--- src/rtl/sprite_animator_pkg.sv ---
`default_nettype none
// ============================================================================
// Module  : sprite_animator_pkg
// Purpose : Screen and sprite-sheet geometry plus the animation state
//           encodings shared by the sprite animator and the game logic.
// Contents: SCREEN_WIDTH, SPRITE_WIDTH, SPRITE_HEIGHT, SPRITE_PIXELS,
//           SPRITE_ADDR_DEPTH, MAX_X, anim_state_t
// Revision: 1.0 - initial release
// ============================================================================
package sprite_animator_pkg;

    localparam int SCREEN_WIDTH      = 640;
    localparam int SPRITE_WIDTH      = 32;
    localparam int SPRITE_HEIGHT     = 32;
    localparam int SPRITE_PIXELS     = SPRITE_WIDTH * SPRITE_HEIGHT;
    // Width of the sprite ROM address; one sheet holds idle + walk + punch frames
    localparam int SPRITE_ADDR_DEPTH = 13;
    // Rightmost legal left-edge x so the sprite never crosses the screen edge
    localparam int MAX_X             = SCREEN_WIDTH - SPRITE_WIDTH;

    typedef enum logic [1:0] {
        ANIM_IDLE  = 2'b00,
        ANIM_WALK  = 2'b01,
        ANIM_PUNCH = 2'b10
    } anim_state_t;

endpackage : sprite_animator_pkg
`default_nettype wire

--- src/rtl/sprite_animator_frame_counter.sv ---
`default_nettype none
// ============================================================================
// Module  : anim_frame_counter
// Purpose : Holds each animation frame for FRAME_HOLD ticks, steps through a
//           sequence of i_len frames and keeps the ROM offset of the current
//           frame as a running sum (no multiplier).
// Ports   : clk, rst          clock / synchronous active-high reset
//           i_tick            advance hold counter (ignored when i_load)
//           i_load            restart sequence: frame 0, hold 0, offset=i_base
//           i_base            offset of first frame of the sequence
//           i_len             number of frames in the current sequence
//           o_offset          ROM base address of the current frame
//           o_last_frame      last frame of sequence and its last hold tick
// Revision: 1.0 - initial release
// ============================================================================
module anim_frame_counter
    import sprite_animator_pkg::*;
#(
    parameter int FRAME_HOLD = 6,
    parameter int MAX_LEN    = 4,
    parameter int LEN_W      = $clog2(MAX_LEN + 1)
) (
    input  logic                         clk,
    input  logic                         rst,
    input  logic                         i_tick,
    input  logic                         i_load,
    input  logic [SPRITE_ADDR_DEPTH-1:0] i_base,
    input  logic [LEN_W-1:0]             i_len,
    output logic [SPRITE_ADDR_DEPTH-1:0] o_offset,
    output logic                         o_last_frame
);

    localparam int HOLD_W = $clog2(FRAME_HOLD + 1);
    localparam logic [HOLD_W-1:0]            c_HOLD_LAST = HOLD_W'(FRAME_HOLD - 1);
    localparam logic [SPRITE_ADDR_DEPTH-1:0] c_FRAME_STEP = SPRITE_ADDR_DEPTH'(SPRITE_PIXELS);

    logic [HOLD_W-1:0]            r_hold;
    logic [LEN_W-1:0]             r_idx;
    logic [SPRITE_ADDR_DEPTH-1:0] r_offset;
    logic                         w_hold_done;
    logic                         w_seq_end;

    assign w_hold_done  = (r_hold == c_HOLD_LAST);
    assign w_seq_end    = (r_idx == (i_len - LEN_W'(1)));
    assign o_offset     = r_offset;
    assign o_last_frame = w_hold_done & w_seq_end;

    always_ff @(posedge clk) begin
        if (rst) begin
            r_hold   <= '0;
            r_idx    <= '0;
            r_offset <= '0;
        end else if (i_load) begin
            r_hold   <= '0;
            r_idx    <= '0;
            r_offset <= i_base;
        end else if (i_tick) begin
            if (w_hold_done) begin
                r_hold <= '0;
                // Past the last frame the sequence wraps back to its first frame
                if (w_seq_end) begin
                    r_idx    <= '0;
                    r_offset <= i_base;
                end else begin
                    r_idx    <= r_idx + LEN_W'(1);
                    r_offset <= r_offset + c_FRAME_STEP;
                end
            end else begin
                r_hold <= r_hold + HOLD_W'(1);
            end
        end
    end

endmodule : anim_frame_counter
`default_nettype wire

--- src/rtl/sprite_animator.sv ---
`default_nettype none
// ============================================================================
// Module  : sprite_animator
// Purpose : Per-player motion/animation controller for the sprite renderer.
//           All state moves only on frame_tick so renderer inputs are stable
//           during active video.
// Ports   : clk, reset                      clock / synchronous active-high reset
//           frame_tick                      one-cycle pulse per video frame
//           move_left, move_right, punch    request levels, sampled on frame_tick
//           sprite_position [9:0]           sprite left x, 0..MAX_X
//           addr_offset [SPRITE_ADDR_DEPTH] ROM base address of current frame
//           anim_state [1:0]                00 IDLE, 01 WALK, 10 PUNCH
//           busy                            high while punching
// Revision: 1.0 - initial release
// ============================================================================
module sprite_animator
    import sprite_animator_pkg::*;
#(
    parameter int START_X      = 100,
    parameter int STEP_PX      = 2,
    parameter int FRAME_HOLD   = 6,
    parameter int WALK_FRAMES  = 4,
    parameter int PUNCH_FRAMES = 3
) (
    input  logic                         clk,
    input  logic                         reset,
    input  logic                         frame_tick,
    input  logic                         move_left,
    input  logic                         move_right,
    input  logic                         punch,
    output logic [9:0]                   sprite_position,
    output logic [SPRITE_ADDR_DEPTH-1:0] addr_offset,
    output logic [1:0]                   anim_state,
    output logic                         busy
);

    localparam int AW      = SPRITE_ADDR_DEPTH;
    localparam int MAX_LEN = (WALK_FRAMES > PUNCH_FRAMES) ? WALK_FRAMES : PUNCH_FRAMES;
    localparam int LEN_W   = $clog2(MAX_LEN + 1);

    localparam logic [AW-1:0]    c_BASE_WALK  = AW'(SPRITE_PIXELS);
    localparam logic [AW-1:0]    c_BASE_PUNCH = AW'((WALK_FRAMES + 1) * SPRITE_PIXELS);
    localparam logic [LEN_W-1:0] c_LEN_WALK   = LEN_W'(WALK_FRAMES);
    localparam logic [LEN_W-1:0] c_LEN_PUNCH  = LEN_W'(PUNCH_FRAMES);
    // Position arithmetic is one bit wider than the port so the clamp never wraps
    localparam logic [10:0]      c_STEP       = 11'(STEP_PX);
    localparam logic [10:0]      c_MAX_X      = 11'(MAX_X);
    localparam logic [10:0]      c_START_X    = 11'(START_X);

    if ((1 + WALK_FRAMES + PUNCH_FRAMES) * SPRITE_PIXELS > (1 << SPRITE_ADDR_DEPTH)) begin : g_addr_fit_check
        $error("sprite sheet does not fit in SPRITE_ADDR_DEPTH address bits");
    end
    if (FRAME_HOLD < 1) begin : g_hold_check
        $error("FRAME_HOLD must be at least 1");
    end

    anim_state_t      r_state;
    anim_state_t      w_state_nxt;
    anim_state_t      w_req;
    logic [10:0]      r_pos;
    logic [10:0]      w_pos_nxt;
    logic [10:0]      w_pos_left;
    logic [10:0]      w_pos_right;
    logic             r_busy;
    logic             w_load;
    logic             w_advance;
    logic             w_last;
    logic [AW-1:0]    w_base;
    logic [LEN_W-1:0] w_len;
    logic [AW-1:0]    w_offset;

    assign w_pos_left  = (r_pos < c_STEP) ? 11'd0 : (r_pos - c_STEP);
    assign w_pos_right = (r_pos > (c_MAX_X - c_STEP)) ? c_MAX_X : (r_pos + c_STEP);

    always_ff @(posedge clk) begin
        if (reset) begin
            r_state <= ANIM_IDLE;
            r_pos   <= c_START_X;
            r_busy  <= 1'b0;
        end else begin
            r_state <= w_state_nxt;
            r_pos   <= w_pos_nxt;
            r_busy  <= (w_state_nxt == ANIM_PUNCH);
        end
    end

    always_comb begin
        w_state_nxt = r_state;
        w_pos_nxt   = r_pos;
        w_load      = 1'b0;
        w_advance   = 1'b0;
        w_base      = '0;
        w_len       = LEN_W'(1);

        // Punch has priority; conflicting left+right reads as no request
        if (punch) begin
            w_req = ANIM_PUNCH;
        end else if (move_left ^ move_right) begin
            w_req = ANIM_WALK;
        end else begin
            w_req = ANIM_IDLE;
        end

        if (frame_tick) begin
            case (r_state)
                // Idle reloads every tick so the pose stays on frame 0
                ANIM_IDLE: begin
                    w_state_nxt = w_req;
                    w_load      = 1'b1;
                end
                ANIM_WALK: begin
                    if (w_req == ANIM_WALK) begin
                        w_advance = 1'b1;
                    end else begin
                        w_state_nxt = w_req;
                        w_load      = 1'b1;
                    end
                end
                // Punch runs to completion; requests are only looked at on its final tick
                ANIM_PUNCH: begin
                    if (w_last) begin
                        w_state_nxt = w_req;
                        w_load      = 1'b1;
                    end else begin
                        w_advance = 1'b1;
                    end
                end
                default: begin
                    w_state_nxt = ANIM_IDLE;
                    w_load      = 1'b1;
                end
            endcase

            // Walking moves on every walking tick, the entry tick included
            if (w_state_nxt == ANIM_WALK) begin
                w_pos_nxt = move_left ? w_pos_left : w_pos_right;
            end
        end

        // Base always follows the state being entered/kept, so a walk wrap
        // lands back on the first walk frame
        case (w_state_nxt)
            ANIM_WALK:  w_base = c_BASE_WALK;
            ANIM_PUNCH: w_base = c_BASE_PUNCH;
            default:    w_base = '0;
        endcase

        case (r_state)
            ANIM_WALK:  w_len = c_LEN_WALK;
            ANIM_PUNCH: w_len = c_LEN_PUNCH;
            default:    w_len = LEN_W'(1);
        endcase
    end

    anim_frame_counter #(
        .FRAME_HOLD (FRAME_HOLD),
        .MAX_LEN    (MAX_LEN),
        .LEN_W      (LEN_W)
    ) u_frame_counter (
        .clk          (clk),
        .rst          (reset),
        .i_tick       (w_advance),
        .i_load       (w_load),
        .i_base       (w_base),
        .i_len        (w_len),
        .o_offset     (w_offset),
        .o_last_frame (w_last)
    );

    assign sprite_position = r_pos[9:0];
    assign addr_offset     = w_offset;
    assign anim_state      = r_state;
    assign busy            = r_busy;

endmodule : sprite_animator
`default_nettype wire
--- config.mk ---
export PLATFORM = sky130hd
export DESIGN_NAME = sprite_animator
export DESIGN_NICKNAME = d
export VERILOG_FILES = /design/src/rtl/sprite_animator_pkg.sv /design/src/rtl/sprite_animator_frame_counter.sv /design/src/rtl/sprite_animator.sv
export SDC_FILE = /design/constraint.sdc
export NUM_CORES = 1
export LEC_CHECK = 0
export ABC_AREA = 0
export CAP_MARGIN = 15
export CORE_MARGIN = 2
export CORE_UTILIZATION = 50
export CTS_BUF_LIST = sky130_fd_sc_hd__clkbuf_16
export DETAILED_ROUTE_END_ITERATION = 10
export PLACE_DENSITY_LB_ADDON = 0.15
export SLEW_MARGIN = 10
export SYNTH_ARGS = -nofsm -noshare
export SYNTH_HDL_FRONTEND = slang
export SYNTH_HIERARCHICAL = 1
export SYNTH_SLANG_ARGS = --single-unit
--- constraint.sdc ---
create_clock -name clk -period 3.5 [get_ports clk]
set_clock_uncertainty 0.15 [all_clocks]
set_input_delay 0.875 -clock clk [delete_from_list [all_inputs] [get_ports clk]]
set_output_delay 0.875 -clock clk [all_outputs]
set_load 0.005 [all_outputs]
### After elaboration in Yosys (flattened, before gate mapping)

Index checks and enable logic that the tools add are counted.

* add/sub/neg operators: 6
* $lt $le $gt $ge: 2
* equal/unequal tests: 8
* multiplexer cells: 26
* bitwise logic cells: 2
* reductions and logical operators: 7

Operators with widths (count)
* $mux 13: 4
* $mux 11: 3
* $pmux 13 s2: 1
* $add 13x11->13 const B: 1
* $add 11x2->11 const B: 1
* $gt 11x10->1 const B: 1
* $lt 11x2->1 const B: 1
* $sub 11x2->11 const B: 1
* $mux 2: 5
* $eq 2x1->1 const B: 4
* $mux 1: 7
* $add 3x1->3 const B: 2
* $mux 3: 2
* $pmux 2 s3: 1
* $pmux 3 s2: 1
* $reduce_and 2->1: 3
* $eq 2x2->1 const B: 2
* $pmux 1 s2: 2
* $reduce_bool 2->1: 2
* $eq 3x3->1: 1
* $eq 3x3->1 const B: 1
* $sub 3x1->3 const B: 1
* $logic_not 2->1: 1
* $reduce_or 2->1: 1
* 2 further kinds: 2

* bits in registers: 33
* input bits: 6
* word-level logic and storage cells: 57

### Longest topological paths before layout

* word-level depth: 15
* gate-level depth with buffers: 17
* mapped depth without buffers: 17

### By module

The synthesis kept the hierarchy.

By module, submodules not included
* sprite_animator: times used 1, cells each 164, area each 1223.7 µm²
* anim_frame_counter: times used 1, cells each 92, area each 905.9 µm²

### Least setup slack after synthesis

OpenSTA, ideal clock, no wires.

* kind: register -> register
* start point: reg r_state[1] (netlist: anim_state[1])
* end point: reg u_frame_counter.r_offset[12] (netlist: u_frame_counter/o_offset[12])
* data arrival time: 3.259 ns
* path slack: 0.029 ns
* stages on the path, launching flop included: 16
* buffers on the path: 0
* clock period less this slack: 3.471 ns
* path through: dfxtp_1 -> inv_1 -> ha_1 -> inv_1 -> inv_1 -> ha_1 -> xor2_1 -> nand3_1 -> nor2_1 -> a211oi_1 -> o221a_2 -> or3_1 -> o21ai_0 -> ha_1 -> or4b_1 -> nand3_1

* word-level cells in the longest chain between the ends: 15
* elaborated cells on any way between the ends: 28
* classes of those cells: add/sub (1); eq/ne (5); mux (17); bitwise (1); reduce/logical (4)

RTL lines
* start, declared: RTL line sprite_animator.sv:57 `anim_state_t r_state;`
* start signal, assigned: RTL line sprite_animator.sv:81 `r_state <= w_state_nxt;`
* $eq 2x2->1 or $eq 2x1->1 (tied branches): RTL line sprite_animator.sv:148 `case (r_state)`
* $pmux 3 s2 *: RTL line sprite_animator.sv:148
* named net w_len[0]: RTL line sprite_animator.sv:69 `logic [LEN_W-1:0] w_len;`
* $sub 3x1->3 *: RTL line sprite_animator_frame_counter.sv:44 `assign w_seq_end = (r_idx == (i_len - LEN_W'(1)));`
* $eq 3x3->1 *: RTL line sprite_animator_frame_counter.sv:44
* $and 1x1->1 *: RTL line sprite_animator_frame_counter.sv:46 `assign o_last_frame = w_hold_done & w_seq_end;`
* named net w_last: RTL line sprite_animator.sv:67 `logic w_last;`
* $mux 2 *: RTL line sprite_animator.sv:121 `if (w_last) begin`
* (+3 left out)
* named net w_state_nxt[1]: RTL line sprite_animator.sv:58 `anim_state_t w_state_nxt;`
* $eq 2x2->1 or $eq 2x1->1 (tied branches): RTL line sprite_animator.sv:142 `case (w_state_nxt)`
* $pmux 13 s2 *: RTL line sprite_animator.sv:142
* named net w_base[12]: RTL line sprite_animator.sv:68 `logic [AW-1:0] w_base;`
* $mux 13: RTL line sprite_animator_frame_counter.sv:61 `if (w_seq_end) begin`
* $mux 13: RTL line sprite_animator_frame_counter.sv:58 `if (w_hold_done) begin`
* $mux 13: RTL line sprite_animator_frame_counter.sv:57 `end else if (i_tick) begin`
* $mux 13 *: RTL line sprite_animator_frame_counter.sv:53 `end else if (i_load) begin`
* end signal, assigned: RTL line sprite_animator_frame_counter.sv:56 `r_offset <= i_base;`
* end signal, assigned: RTL line sprite_animator_frame_counter.sv:63 `r_offset <= i_base;`
* end signal, assigned: RTL line sprite_animator_frame_counter.sv:66 `r_offset <= r_offset + c_FRAME_STEP;`
* end, declared: RTL line sprite_animator_frame_counter.sv:39 `logic [SPRITE_ADDR_DEPTH-1:0] r_offset;`

Mark *: on every way through the listed nets, which the timed path passes. The rest lies on a longest branch. The select of a mux whose other input is x is not followed.
A chain may end at the register's enable or synchronous reset.

### Final worst setup path

Same ends and word-level chain as after synthesis.

==> out/qor.log <==
[logic_synthesis] sequential cell area fraction in the yosys report 30.1%
[placement] gp weighted congestion 0.821
[timing] final critical-path setup slack 0.187 ns
[cts] # hold bufs at CTS 0
[timing] post-route setup TNS 0 ns
[power] PwrDens 405 mW/mm^2
[outcome] outcome complete, no violations
[floorplan] number of ports placed on the die boundary 32
[drt] drt first-iter violations 164
[global_routing] number of antenna violations at the first check in global routing 0
[timing] actual slew at the worst max-slew pin 0.668 ns
[worst_setup_path] highest net fanout along the worst path 6
[global_routing] maximum number of pins on one net before global-route repair 21
[layout] antenna diode instance count 0
[placement] HPWL reported at the end of detailed placement 3270 um
[worst_setup_path] Worst Path Required 3.57 ns
[global_routing] overall fraction of global-route tracks in use 20.9%
[cts] Gates resized, CTS repair 0
[timing] post-route fraction of the period consumed by the critical path 94.7%
[cts] worst-case clock buffer depth 2
[floorplan] floorplan die height 69.3 um
[global_routing] wire length of the first global-routing pass 8280 um
[worst_setup_path] endpoint kind of the worst setup timing path flip-flop
[layout] layout cells sized above 1 13.4%
[logic_synthesis] combined area of all synthesized cells 0.00213 sq mm
[global_routing] vias in the first global route 1795
[worst_setup_path] timing startpoint of the critical path anim_state[1]
[logic_synthesis] synth warn 6
[timing] achievable clock frequency 302 MHz
[timing] final setup violating endpoints 0
[timing] final count of pins violating max slew 0
[placement] Placed Instances 333
[cts] clock root buffer sky130_fd_sc_hd__clkbuf_16
[worst_setup_path] endpoint of the worst register-to-register path u_frame_counter/o_offset[12]
[drt] per-cell via count in the routed design 5.63
[cts] clock net sink count 32
[logic_synthesis] fraction of synthesized cell area taken by the top area cell type 30.1%
[worst_setup_path] Reg2Reg Setup Slack 0.19 ns
[drt] drt wl/cell 13.7 um
[cts] number of buffers inserted during clock tree synthesis 5
[logic_synthesis] top post-synthesis cells by area sky130_fd_sc_hd__dfxtp_1, sky130_fd_sc_hd__ha_1, sky130_fd_sc_hd__mux2i_1
[logic_synthesis] ys flop type sky130_fd_sc_hd__dfxtp_1
[cts] Post-CTS Repair Setup Buffers 0
[placement] number of buffers added on ports 30
[cts] clock-pin slew on the worst setup and hold paths 0.05 ns
[hold_path] Worst Hold Class reg2reg
[floorplan] area enclosed by the die boundary 0.00480 sq mm
[logic_synthesis] most used standard cells in the synthesized netlist sky130_fd_sc_hd__dfxtp_1, sky130_fd_sc_hd__nor2_1, sky130_fd_sc_hd__a21oi_1, sky130_fd_sc_hd__inv_1, sky130_fd_sc_hd__nand2_1
[floorplan] Die X-Extent 69.3 um
[timing] final-report hold violation count 0
[cts] number of H-tree levels 2
[worst_setup_path] Worst Setup Path Type reg2reg
[logic_synthesis] EDFF count, synth 0
[logic_synthesis] number of distinct library cell variants in the gate-level netlist after synthesis 57
[floorplan] Initial Utilization 52.5%
[placement] setup slack at placement 0.0548 ns
[logic_synthesis] async set-reset flop share out of synthesis 0%
[floorplan] std cell rows 23
[drt] antenna violation net count after detailed routing 0
[logic_synthesis] Synth area leader sky130_fd_sc_hd__dfxtp_1
[worst_setup_path] termination of the worst setup path u_frame_counter/o_offset[12]
[layout] nets 307
[logic_synthesis] mean instance size in the synthesized netlist 8.32 sq um
[cts] insertion delay of the later-clocked pin in the worst-skew pair 0.28 ns
[worst_setup_path] sort of element at the start of the critical path flip-flop
[drt] Total Routed Length 4660 um
[timing] worst relative slew slack 55.0%
[worst_setup_path] r2r startpoint anim_state[1]
[layout] non-filler cells in the finished layout 341
[logic_synthesis] count of mapped cells out of synthesis 256
[drt] Pre-antenna DRT Iters 4
[timing] Min Clock Period, post-route 3.31 ns
[logic_synthesis] most frequent cell after synthesis sky130_fd_sc_hd__dfxtp_1
[power] leakage power total 0.00105 uW
[logic_synthesis] register bit total from synthesis 32
[layout] area overhead of the layout relative to synthesis 25.3%
[power] Worst VDD drop 0.377 mV
[cts] CTS tree done
[floorplan] core region area 0.00406 sq mm
[worst_setup_path] signal arrival time at the worst endpoint 3.38 ns
[global_routing] aggregate global routing overflow 0
[job] number of maximum-capacitance violations 0
[drt] via count of the routed design 1921
[drt] DRC errors left 0
[worst_setup_path] logic depth of the worst register-to-register path 15
worst max-delay path, cell delays in order (launching register included):
cell,delay [ns]
sky130_fd_sc_hd__dfxtp_4,0.37
sky130_fd_sc_hd__inv_1,0.11
sky130_fd_sc_hd__ha_1,0.25
sky130_fd_sc_hd__inv_1,0.09
sky130_fd_sc_hd__inv_1,0.04
sky130_fd_sc_hd__ha_1,0.29
sky130_fd_sc_hd__xor2_1,0.18
sky130_fd_sc_hd__nand3_1,0.15
sky130_fd_sc_hd__nor2_2,0.15
sky130_fd_sc_hd__a211oi_1,0.08
sky130_fd_sc_hd__o221a_2,0.27
sky130_fd_sc_hd__or3_1,0.33
sky130_fd_sc_hd__o21ai_2,0.08
sky130_fd_sc_hd__ha_2,0.21
sky130_fd_sc_hd__or4b_1,0.43
sky130_fd_sc_hd__nand3_1,0.07
layout by cell type, fill, tap and decap left out, drive strengths merged, types with 2 or more instances in the layout:
cell and instances:
clkbuf 5, or2 3, inv 15, or4 4
and3 4, nor2b 3, xor2 3, a31oi 7
o311ai 2, a311oi 4, dfxtp 32, xnor2 3
nand3 9, clkdlybuf4s50 30, nor3 5, o31ai 4
mux2i 12, nand4 2, nand2 15, o2111ai 2
o21ai 6, nor2 28, a211oi 4, buf 11
a21oi 16, nor4 3, nand3b 6, clkinv 2
nor3b 3, o21bai 2, conb 12, ha 11
o211ai 3
cells by family (layout without fill, tap and decap cells):
logic type                 count (synthesis)  in the layout  share of synthesized area, %
and+or+nand+nor                           89             89                          22.3
xor gates and xnor gates                   7              7                          3.58
adders and majority gates                 11             11                          6.46
AOI/OAI and AO/OA                         63             63                          22.2
buffers and inverters                     41             65                          9.52
other                                      1             12                         0.176
DFF                                       32             32                          30.1
muxes                                     12             12                          5.64
area by class of cell:
class	count	area, sq um
sequential	32	646
inverter	16	60.1
clock inverter	3	42.5
fill	342	1390
multi-input combinational	194	1350
timing repair buffer	41	383
tap	50	62.6
clock buffer	5	125
stage by stage:
step	hold WS [ns]	cell area [sq um]	util, %	total power (uW)
after global placement	0.327	2470	61.0	587
final	0.343	2670	65.8	1080
after global routing	0.385	2670	65.8	1130
after CTS	0.352	2640	65.1	1090
after floorplan	0.331	2170	-	520
after detailed placement	0.339	2470	61.0	590
how the worst min path moves through the flow:
| stage | start | endpoint | cells past startpoint |
|---|---|---|---|
| 6_report | u_frame_counter/o_offset[1] | u_frame_counter/o_offset[1] | 2 |
| 5_1_grt | u_frame_counter/o_offset[8] | u_frame_counter/o_offset[8] | 2 |
| 4_1_cts | u_frame_counter/o_offset[1] | u_frame_counter/o_offset[1] | 2 |
| 3_5_place_dp | u_frame_counter/o_offset[1] | u_frame_counter/o_offset[1] | 2 |
| 3_3_place_gp | u_frame_counter/o_offset[6] | u_frame_counter/o_offset[6] | 2 |
| 2_1_floorplan | r_pos[10] | r_pos[10] | 2 |
where the power goes:
part	leakage, uW	switching, uW	internal, uW
Clock	0.0000798	161	334
Sequential	0.000262	19.5	383
Combinational	0.000708	92.3	93.2
Total	0.00105	272	810
per-layer routing:
metal	up-vias	GRT usage, %	wire [um]
li1	983	-	-
met3	5	5.52	259
met1	877	29.4	2360
met4	0	9.15	63
met2	56	29.7	1980
met5	-	0	0
flip-flops by register name (all words and copies together), names as in the netlist:
signal and flops:
u_frame_counter/o_offset 13, r_pos 10, u_frame_counter/r_hold 3, u_frame_counter/r_idx 3, anim_state 2, busy 1
(Power assumes the default switching activity.)
